## src/rtl/conv_pkg.sv

```systemverilog
// Shared types, kernel table and helpers for the 3x3 convolution stage.
// Optional clip flags are enabled with the KERNEL_CONVOLVE_CLIP_FLAG_EN macro.
package conv_pkg;

    localparam int PIPE_LATENCY = 4;
    localparam int PIX_W        = 6;
    localparam int COEF_W       = 8;
    localparam int PROD_W       = 15;   // 7-bit non-negative pixel x 8-bit signed coefficient

    typedef struct packed {
        logic [PIX_W-1:0] r;
        logic [PIX_W-1:0] g;
        logic [PIX_W-1:0] b;
    } rgb666_t;

    typedef logic signed [COEF_W-1:0] coef_t;

    // Coefficients are row-major, index 0 = top-left, index 8 = bottom-right.
    typedef struct packed {
        coef_t [0:8] coef;
        logic  [2:0] shift;
    } kernel_t;

    localparam kernel_t KERNELS [0:7] = '{
        '{coef: '{8'sd0, 8'sd0, 8'sd0, 8'sd0, 8'sd1, 8'sd0, 8'sd0, 8'sd0, 8'sd0}, shift: 3'd0},
        '{coef: '{8'sd1, 8'sd2, 8'sd1, 8'sd2, 8'sd4, 8'sd2, 8'sd1, 8'sd2, 8'sd1}, shift: 3'd4},
        '{coef: '{8'sd0, -8'sd1, 8'sd0, -8'sd1, 8'sd5, -8'sd1, 8'sd0, -8'sd1, 8'sd0}, shift: 3'd0},
        '{coef: '{-8'sd1, -8'sd1, -8'sd1, -8'sd1, 8'sd8, -8'sd1, -8'sd1, -8'sd1, -8'sd1}, shift: 3'd0},
        '{coef: '{-8'sd1, 8'sd0, 8'sd1, -8'sd2, 8'sd0, 8'sd2, -8'sd1, 8'sd0, 8'sd1}, shift: 3'd0},
        '{coef: '{8'sd0, 8'sd0, 8'sd0, 8'sd0, 8'sd1, 8'sd0, 8'sd0, 8'sd0, 8'sd0}, shift: 3'd0},
        '{coef: '{8'sd0, 8'sd0, 8'sd0, 8'sd0, 8'sd1, 8'sd0, 8'sd0, 8'sd0, 8'sd0}, shift: 3'd0},
        '{coef: '{8'sd0, 8'sd0, 8'sd0, 8'sd0, 8'sd1, 8'sd0, 8'sd0, 8'sd0, 8'sd0}, shift: 3'd0}
    };

    // Zero-extended pixel times sign-extended coefficient, at full product width.
    function automatic logic signed [PROD_W-1:0] pix_mul(input logic [PIX_W-1:0] p,
                                                         input logic [COEF_W-1:0] c);
        logic signed [PROD_W-1:0] p_ext;
        logic signed [PROD_W-1:0] c_ext;
        p_ext   = $signed({{(PROD_W-PIX_W){1'b0}}, p});
        c_ext   = $signed({{(PROD_W-COEF_W){c[COEF_W-1]}}, c});
        pix_mul = p_ext * c_ext;
    endfunction

endpackage

```

## src/rtl/conv_channel_mac.sv

```systemverilog
// One colour channel of the 3x3 filter: registered products, then
// sum / arithmetic shift / clamp registered onto the output.
// KERNEL_CONVOLVE_CLIP_FLAG_EN adds a per-channel clip flag.
module conv_channel_mac
    import conv_pkg::*;
#(
    parameter int ACC_W = 20
) (
    input  logic                  clk,
    input  logic                  rst,
    input  logic [0:8][PIX_W-1:0] pix_in,
    input  kernel_t               kern_in,
    input  logic                  valid_in,   // aligned with the product registers
    output logic [PIX_W-1:0]      pix_out
`ifdef KERNEL_CONVOLVE_CLIP_FLAG_EN
    ,
    output logic                  clip_out
`endif
);

    logic signed [PROD_W-1:0] prod_d [9];
    logic signed [PROD_W-1:0] prod_q [9];
    logic [2:0]               shift_d, shift_q;
    logic signed [ACC_W-1:0]  acc, acc_shr;
    logic                     neg, over;
    logic [PIX_W-1:0]         pix_d, pix_q;
    logic                     clip_d, clip_q;

    // Products of the window with the kernel, plus the shift that goes with them
    always_comb begin
        for (int i = 0; i < 9; i++) begin
            prod_d[i] = pix_mul(pix_in[i], kern_in.coef[i]);
        end
        shift_d = kern_in.shift;
    end

    // Sum, floor-shift and clamp to 0..63; invalid pixels are forced to zero
    always_comb begin
        acc = '0;
        for (int i = 0; i < 9; i++) begin
            acc = acc + {{(ACC_W-PROD_W){prod_q[i][PROD_W-1]}}, prod_q[i]};
        end
        acc_shr = acc >>> shift_q;
        neg     = acc_shr[ACC_W-1];
        over    = !neg && (acc_shr[ACC_W-2:PIX_W] != '0);
        if (!valid_in) begin
            pix_d = '0;
        end else if (neg) begin
            pix_d = '0;
        end else if (over) begin
            pix_d = '1;
        end else begin
            pix_d = acc_shr[PIX_W-1:0];
        end
        clip_d = valid_in && (neg || over);
    end

    // Pipeline registers for products and the final channel value
    always_ff @(posedge clk) begin
        if (rst) begin
            for (int i = 0; i < 9; i++) begin
                prod_q[i] <= '0;
            end
            shift_q <= '0;
            pix_q   <= '0;
            clip_q  <= 1'b0;
        end else begin
            for (int i = 0; i < 9; i++) begin
                prod_q[i] <= prod_d[i];
            end
            shift_q <= shift_d;
            pix_q   <= pix_d;
            clip_q  <= clip_d;
        end
    end

    assign pix_out = pix_q;

`ifdef KERNEL_CONVOLVE_CLIP_FLAG_EN
    assign clip_out = clip_q;
`else
    logic unused_clip;
    assign unused_clip = clip_q;
`endif

endmodule

```

## src/rtl/kernel_convolve.sv

```systemverilog
// 3x3 spatial convolution on RGB666 columns from the line buffer.
// Four register stages: column wait, window+kernel, products, sum/clamp.
// KERNEL_CONVOLVE_CLIP_FLAG_EN adds clip_out[2:0] = {R,G,B} clip flags.
module kernel_convolve
    import conv_pkg::*;
#(
    parameter int HRES  = 1280,
    parameter int VRES  = 720,
    parameter int ACC_W = 20
) (
    input  logic              clk,
    input  logic              rst,
    input  logic [2:0][17:0]  rows_in,
    input  logic [10:0]       h_count_in,
    input  logic [9:0]        v_count_in,
    input  logic [2:0]        kernel_sel,
    output logic [17:0]       pixel_out,
    output logic [10:0]       h_count_out,
    output logic [9:0]        v_count_out,
    output logic              valid_out
`ifdef KERNEL_CONVOLVE_CLIP_FLAG_EN
    ,
    output logic [2:0]        clip_out
`endif
);

    localparam logic [10:0] HRES_C = 11'(HRES);
    localparam logic [9:0]  VRES_C = 10'(VRES);

    logic [2:0][17:0] col_in;
    logic [2:0][17:0] col_d [2];        // [0] = older column, [1] = newer column
    logic [2:0][17:0] col_q [2];
    logic [0:8][17:0] win_d, win_q;     // row-major, left column first
    logic [2:0]       kern_act_d, kern_act_q;
    logic [2:0]       kern_b_d, kern_b_q;
    logic [10:0]      h_d [PIPE_LATENCY];
    logic [10:0]      h_q [PIPE_LATENCY];
    logic [9:0]       v_d [PIPE_LATENCY];
    logic [9:0]       v_q [PIPE_LATENCY];
    logic             valid_d [PIPE_LATENCY];
    logic             valid_q [PIPE_LATENCY];
    kernel_t          kern_b;
    rgb666_t          pix_rgb;
    logic [2:0]       clip_all;

    // Blanking columns enter the window as zeros; the window is assembled from
    // the two held columns plus the incoming one, centred on the previous column
    always_comb begin
        col_in = (h_count_in < HRES_C) ? rows_in : '0;
        col_d[0] = col_q[1];
        col_d[1] = col_in;
        for (int r = 0; r < 3; r++) begin
            win_d[r*3+0] = col_q[0][r];
            win_d[r*3+1] = col_q[1][r];
            win_d[r*3+2] = col_in[r];
        end
        kern_act_d = (h_count_in == '0 && v_count_in == '0) ? kernel_sel : kern_act_q;
        kern_b_d   = kern_act_q;
    end

    // Centre-pixel coordinates and active flag follow the data through every stage
    always_comb begin
        h_d[0]     = h_count_in;
        v_d[0]     = v_count_in;
        valid_d[0] = (h_count_in < HRES_C) && (v_count_in < VRES_C);
        for (int s = 1; s < PIPE_LATENCY; s++) begin
            h_d[s]     = h_q[s-1];
            v_d[s]     = v_q[s-1];
            valid_d[s] = valid_q[s-1];
        end
    end

    // Window, kernel latch and coordinate pipeline registers
    always_ff @(posedge clk) begin
        if (rst) begin
            col_q[0]   <= '0;
            col_q[1]   <= '0;
            win_q      <= '0;
            kern_act_q <= '0;
            kern_b_q   <= '0;
            for (int s = 0; s < PIPE_LATENCY; s++) begin
                h_q[s]     <= '0;
                v_q[s]     <= '0;
                valid_q[s] <= 1'b0;
            end
        end else begin
            col_q[0]   <= col_d[0];
            col_q[1]   <= col_d[1];
            win_q      <= win_d;
            kern_act_q <= kern_act_d;
            kern_b_q   <= kern_b_d;
            for (int s = 0; s < PIPE_LATENCY; s++) begin
                h_q[s]     <= h_d[s];
                v_q[s]     <= v_d[s];
                valid_q[s] <= valid_d[s];
            end
        end
    end

    assign kern_b = KERNELS[kern_b_q];

    // One MAC per colour channel: gi=0 red, gi=1 green, gi=2 blue
    for (genvar gi = 0; gi < 3; gi++) begin : gen_ch
        logic [0:8][PIX_W-1:0] ch_win;
        logic                  ch_clip;

        // Pick this channel's 6-bit field out of every window pixel
        always_comb begin
            for (int i = 0; i < 9; i++) begin
                ch_win[i] = win_q[i][17-6*gi -: 6];
            end
        end

        conv_channel_mac #(
            .ACC_W (ACC_W)
        ) u_mac (
            .clk      (clk),
            .rst      (rst),
            .pix_in   (ch_win),
            .kern_in  (kern_b),
            .valid_in (valid_q[2]),
            .pix_out  (pix_rgb[17-6*gi -: 6])
`ifdef KERNEL_CONVOLVE_CLIP_FLAG_EN
            ,
            .clip_out (ch_clip)
`endif
        );

`ifndef KERNEL_CONVOLVE_CLIP_FLAG_EN
        assign ch_clip = 1'b0;
`endif
        assign clip_all[2-gi] = ch_clip;
    end

    assign pixel_out   = pix_rgb;
    assign h_count_out = h_q[PIPE_LATENCY-1];
    assign v_count_out = v_q[PIPE_LATENCY-1];
    assign valid_out   = valid_q[PIPE_LATENCY-1];

`ifdef KERNEL_CONVOLVE_CLIP_FLAG_EN
    assign clip_out = clip_all;
`else
    logic unused_clip_all;
    assign unused_clip_all = ^clip_all;
`endif

endmodule

```

## config.mk

```make
export PLATFORM = sky130hd
export DESIGN_NAME = kernel_convolve
export DESIGN_NICKNAME = d
export VERILOG_FILES = /design/src/rtl/conv_pkg.sv /design/src/rtl/conv_channel_mac.sv /design/src/rtl/kernel_convolve.sv
export SDC_FILE = /design/constraint.sdc
export NUM_CORES = 2
export LEC_CHECK = 0
export CAP_MARGIN = 10
export CELL_PAD_IN_SITES_DETAIL_PLACEMENT = 1
export CELL_PAD_IN_SITES_GLOBAL_PLACEMENT = 1
export CORE_UTILIZATION = 46
export DETAILED_ROUTE_END_ITERATION = 10
export PLACE_DENSITY_LB_ADDON = 0.1
export SLEW_MARGIN = 5
export SYNTH_ARGS = -nofsm -noshare
export SYNTH_HDL_FRONTEND = slang
export SYNTH_SLANG_ARGS = --single-unit
```

## constraint.sdc

```tcl
create_clock -name clk -period 6.4 [get_ports clk]
set_input_delay 1.28 -clock clk [delete_from_list [all_inputs] [get_ports clk]]
set_output_delay 1.28 -clock clk [all_outputs]
set_load 0.02 [all_outputs]
```

==> run_summary.xml <==
<?xml version="1.0" encoding="UTF-8"?>
<metrics>
  <group name="routing">
    <metric name="dr_total_vias" unit="">35400</metric>
    <metric name="detail_route.first_pass.iterations" unit="">5</metric>
    <metric name="antenna_violating_nets_post_route" unit="">0</metric>
    <metric name="wire_per_inst" unit="um">17.8</metric>
    <metric name="wl" unit="um">128000</metric>
    <metric name="routed_via_density" unit="">4.93</metric>
    <metric name="drc" unit="">0</metric>
    <metric name="dr.first_iter.drc_count" unit="">1056</metric>
  </group>
  <group name="power_and_ir_drop">
    <metric name="leakage" unit="nW">30.9</metric>
    <metric name="design_power_total" unit="mW">9.29</metric>
    <metric name="seq_pwr_share" unit="">0.458</metric>
    <metric name="power.ir.vdd_worst" unit="mV">0.163</metric>
    <metric name="power.share.combinational" unit="">0.023</metric>
    <metric name="clockPowerShare" unit="">0.519</metric>
    <metric name="sw_frac_of_total" unit="">0.224</metric>
    <metric name="power_switching" unit="mW">2.08</metric>
    <metric name="p_per_area" unit="nW/um^2">154</metric>
    <metric name="power.internal" unit="mW">7.22</metric>
  </group>
  <group name="die">
    <metric name="row_cnt" unit="">125</metric>
    <metric name="start_util" unit="">0.464</metric>
    <metric name="dieHeight" unit="um">344</metric>
    <metric name="core_area" unit="um^2">116000</metric>
    <metric name="die_area" unit="um^2">118000</metric>
    <metric name="number_of_top_level_pins" unit="">120</metric>
    <metric name="die_w" unit="um">344</metric>
  </group>
  <group name="cts">
    <metric name="cts_buffer_count" unit="">80</metric>
    <metric name="max-clock-path-buffers" unit="">3</metric>
    <metric name="htreeDepth" unit="">3</metric>
    <metric name="worst_setup_hold_path_clk_slew" unit="ns">0.06</metric>
    <metric name="skew_pair_late_insertion_delay" unit="ns">0.66</metric>
    <metric name="tritoncts_num_sinks" unit="">668</metric>
    <metric name="tritoncts" unit="">done</metric>
    <metric name="cts.root.buffer_cell" unit="">sky130_fd_sc_hd__clkbuf_16</metric>
  </group>
  <group name="sta">
    <metric name="final.setup_skew" unit="ns">0.0256</metric>
    <metric name="number_of_hold_violations_in_the_final_report" unit="">0</metric>
    <metric name="fin_crit_sh" unit="">0.984</metric>
    <metric name="max_slew.worst_pin.slew" unit="ns">1.13</metric>
    <metric name="rsz0062_at_grt" unit="">true</metric>
    <metric name="fin_hold_ws" unit="ns">0.426</metric>
    <metric name="worst_slack" unit="ns">0.0994</metric>
    <metric name="fin_crit" unit="ns">6.30</metric>
    <metric name="final_max_slew_viol_count" unit="">0</metric>
    <metric name="maxSlewHeadroom" unit="">0.243</metric>
    <metric name="max_clock_freq" unit="MHz">159</metric>
    <metric name="finalSetupViolCount" unit="">0</metric>
    <metric name="setup-tns-final" unit="ns">0</metric>
  </group>
  <group name="critical_path">
    <metric name="crit_end_category" unit="">flip-flop</metric>
    <metric name="critical_path.max_fanout" unit="">6</metric>
    <metric name="crit_required" unit="ns">6.91</metric>
    <metric name="arrival" unit="ns">6.81</metric>
    <metric name="timing.critical_path.slowest_cell_delay" unit="ns">0.56</metric>
    <metric name="cp_slowest_cell" unit="">sky130_fd_sc_hd__fa_1</metric>
    <metric name="timing.setup.critical_path_class" unit="">flip-flop to flip-flop</metric>
    <metric name="crit_path_frequent_cell" unit="">sky130_fd_sc_hd__fa_1</metric>
    <metric name="critical_path_start_type" unit="">flip-flop</metric>
  </group>
  <group name="logic_synthesis">
    <metric name="synthCells" unit="">5420</metric>
    <metric name="commonest_register_cell_after_synthesis" unit="">sky130_fd_sc_hd__dfxtp_1</metric>
    <metric name="synth-warning-count" unit="">0</metric>
    <metric name="ys_top_cells_by_area" unit="">sky130_fd_sc_hd__fa_1, sky130_fd_sc_hd__dfxtp_1, sky130_fd_sc_hd__ha_1</metric>
    <metric name="synth_edf_count" unit="">0</metric>
    <metric name="postSynthNetCount" unit="">6891</metric>
    <metric name="synth_area_leader_cell" unit="">sky130_fd_sc_hd__fa_1</metric>
    <metric name="synth_most_common_cell" unit="">sky130_fd_sc_hd__inv_1</metric>
    <metric name="synthArstFlopShare" unit="">0</metric>
    <metric name="netlist-cell-type-count" unit="">80</metric>
    <metric name="synth_seq_area_share" unit="">0.248</metric>
    <metric name="syn-mean-instance-area" unit="um^2">9.93</metric>
    <metric name="synthDominantCellAreaShare" unit="">0.252</metric>
    <metric name="netlist_area" unit="um^2">53800</metric>
    <metric name="ys_seq_elements" unit="">668</metric>
    <metric name="yosys-top-cells-count" unit="">sky130_fd_sc_hd__inv_1, sky130_fd_sc_hd__ha_1, sky130_fd_sc_hd__fa_1, sky130_fd_sc_hd__dfxtp_1, sky130_fd_sc_hd__nor2b_1</metric>
  </group>
  <group name="global_routing">
    <metric name="grt_pass1_wl" unit="um">208000</metric>
    <metric name="grt_overflow" unit="">0</metric>
    <metric name="grt_start_max_net_pins" unit="">167</metric>
    <metric name="grt_antenna_before_repair" unit="">2</metric>
    <metric name="via_count_of_the_first_global_routing_pass" unit="">39100</metric>
    <metric name="grt.total_usage" unit="">0.224</metric>
  </group>
  <group name="layout">
    <metric name="layout.nets" unit="">7055</metric>
    <metric name="drive_above_1_share" unit="">0.0569</metric>
    <metric name="finish.utilization" unit="">0.520</metric>
    <metric name="area_delta_synth_final" unit="%">12.1</metric>
    <metric name="final.fill_count" unit="">12900</metric>
  </group>
  <group name="placement">
    <metric name="port-buffer-count" unit="">119</metric>
    <metric name="globalplace.congestion" unit="">0.852</metric>
    <metric name="pre_cts_ws" unit="ns">-0.349</metric>
    <metric name="place.detailed.hpwl" unit="um">104000</metric>
  </group>
  <group name="status">
    <metric name="status" unit="">completed</metric>
  </group>
  <group name="hold_path">
    <metric name="min_path_type" unit="">flip-flop to flip-flop</metric>
  </group>
  <group name="flow_run">
    <metric name="cap_viol_max_count" unit="">0</metric>
  </group>
</metrics>
-- cells by family (layout without fill, tap and decap cells) --
kind of cell / count (synthesis) / count (layout) / share of synthesized area
XOR/XNOR: 261 / 261 / 0.0425
multiplexers: 9 / 9 / 0.00170
other: 0 / 5 / 0
buffers and inverters: 1107 / 1333 / 0.0774
AO/OA/AOI/OAI: 714 / 714 / 0.0837
flip-flops: 668 / 668 / 0.248
AND/OR/NAND/NOR: 1270 / 1270 / 0.128
adder cells (fa/ha/maj): 1391 / 1391 / 0.418
-- worst max-delay path: cells and delay by family (launching register included) --
family | cells | cell delay (ns)
AO/OA/AOI/OAI | 8 | 1.73
XOR/XNOR | 2 | 0.28
adder cells (fa/ha/maj) | 6 | 2.35
buffers and inverters | 4 | 0.41
flip-flops | 1 | 0.36
AND/OR/NAND/NOR | 5 | 1.00
-- cell usage in the layout (no fill, tap or decap), drive strengths merged, types with 16 or more instances in the layout --
cell type and instances:
ha 714, nand3 23, o21a 18, a31oi 16, fa 677, a21oi 313, o21bai 90, a21o 104
dfxtp 668, xnor2 199, buf 76, and2 274, clkbuf 106, nand3b 21, nor3b 26, nor3 39
nor2 301, nor2b 362, nand2b 40, inv 1000, xor2 62, nand2 133, o21ai 82, clkdlybuf4s50 118
-- per-stage QoR --
| stage | instance area, um^2 | std cells |
|---|---|---|
| after floorplan | 53800 | 5420 |
| after global placement | 57100 | 7018 |
| after detailed placement | 57100 | 7018 |
| after CTS | 59900 | 7164 |
| after global routing | 60300 | 7170 |
| final | 60300 | 7175 |
-- registers in the layout, summed over array words and instances (netlist names) --
name and flops:
col_q 6, valid_q 4, gen_ch.u_mac.shift_q 1, h_q 44, kern_b_q 3, v_q 40
gen_ch.u_mac.pix_out 18, gen_ch.u_mac.prod_q 393, kern_act_q 3, gen_ch.ch_win 156
-- what timing repair did --
| action | 4_1_cts | 5_1_grt |
|---|---|---|
| setup endpoints to repair | 12 | 18 |
| hold buffers | 0 | 0 |
| pin swaps | 7 | 42 |
| gates resized for setup | 11 | 80 |
| hold endpoints to repair | 0 | 0 |
| buffers inserted | 2 | 6 |
-- power groups by stage --
stage / logic (mW) / clock network, mW / registers, mW
2_1_floorplan: 0.112 / 0 / 4.33
3_5_place_dp: 0.216 / 0 / 4.35
6_report: 0.211 / 4.82 / 4.26
4_1_cts: 0.217 / 4.97 / 4.26
3_3_place_gp: 0.213 / 0 / 4.35
5_1_grt: 0.234 / 5.13 / 4.27
-- area by class of cell --
cell class | instances | area [um^2] | area share
flip-flops and latches | 668 | 13400 | 0.222
well taps | 1524 | 1910 | 0.0316
diodes | 5 | 12.5 | 0.000207
multi-input cells | 3645 | 36700 | 0.609
inverters | 995 | 3730 | 0.0619
clock inverters | 38 | 494 | 0.00819
clock buffers | 106 | 2270 | 0.0376
repair buffers | 194 | 1800 | 0.0299
-- metal layers --
metal,part of all wire,GRT usage,vias to the layer above
met4,0.021,0.0549,0
met2,0.49,0.391,310
met1,0.45,0.292,17600
li1,-,-,17400
met3,0.033,0.0288,118
met5,0,0,-
-- worst paths after layout --
| kind | start | end | slack, ns | cells past startpoint |
|---|---|---|---|---|
| worst max-delay path | gen_ch[1].u_mac.prod_q[0][1] | gen_ch[1].u_mac.pix_out[2] | 0.1 | 25 |
| worst min-delay path | h_q[1][5] | h_q[2][5] | 0.43 | 1 |
| worst max register to register | gen_ch[1].u_mac.prod_q[0][1] | gen_ch[1].u_mac.pix_out[2] | 0.1 | 25 |
| worst min register to register | h_q[1][5] | h_q[2][5] | 0.43 | 1 |
Note: power is estimated with default switching activity, not from simulation.
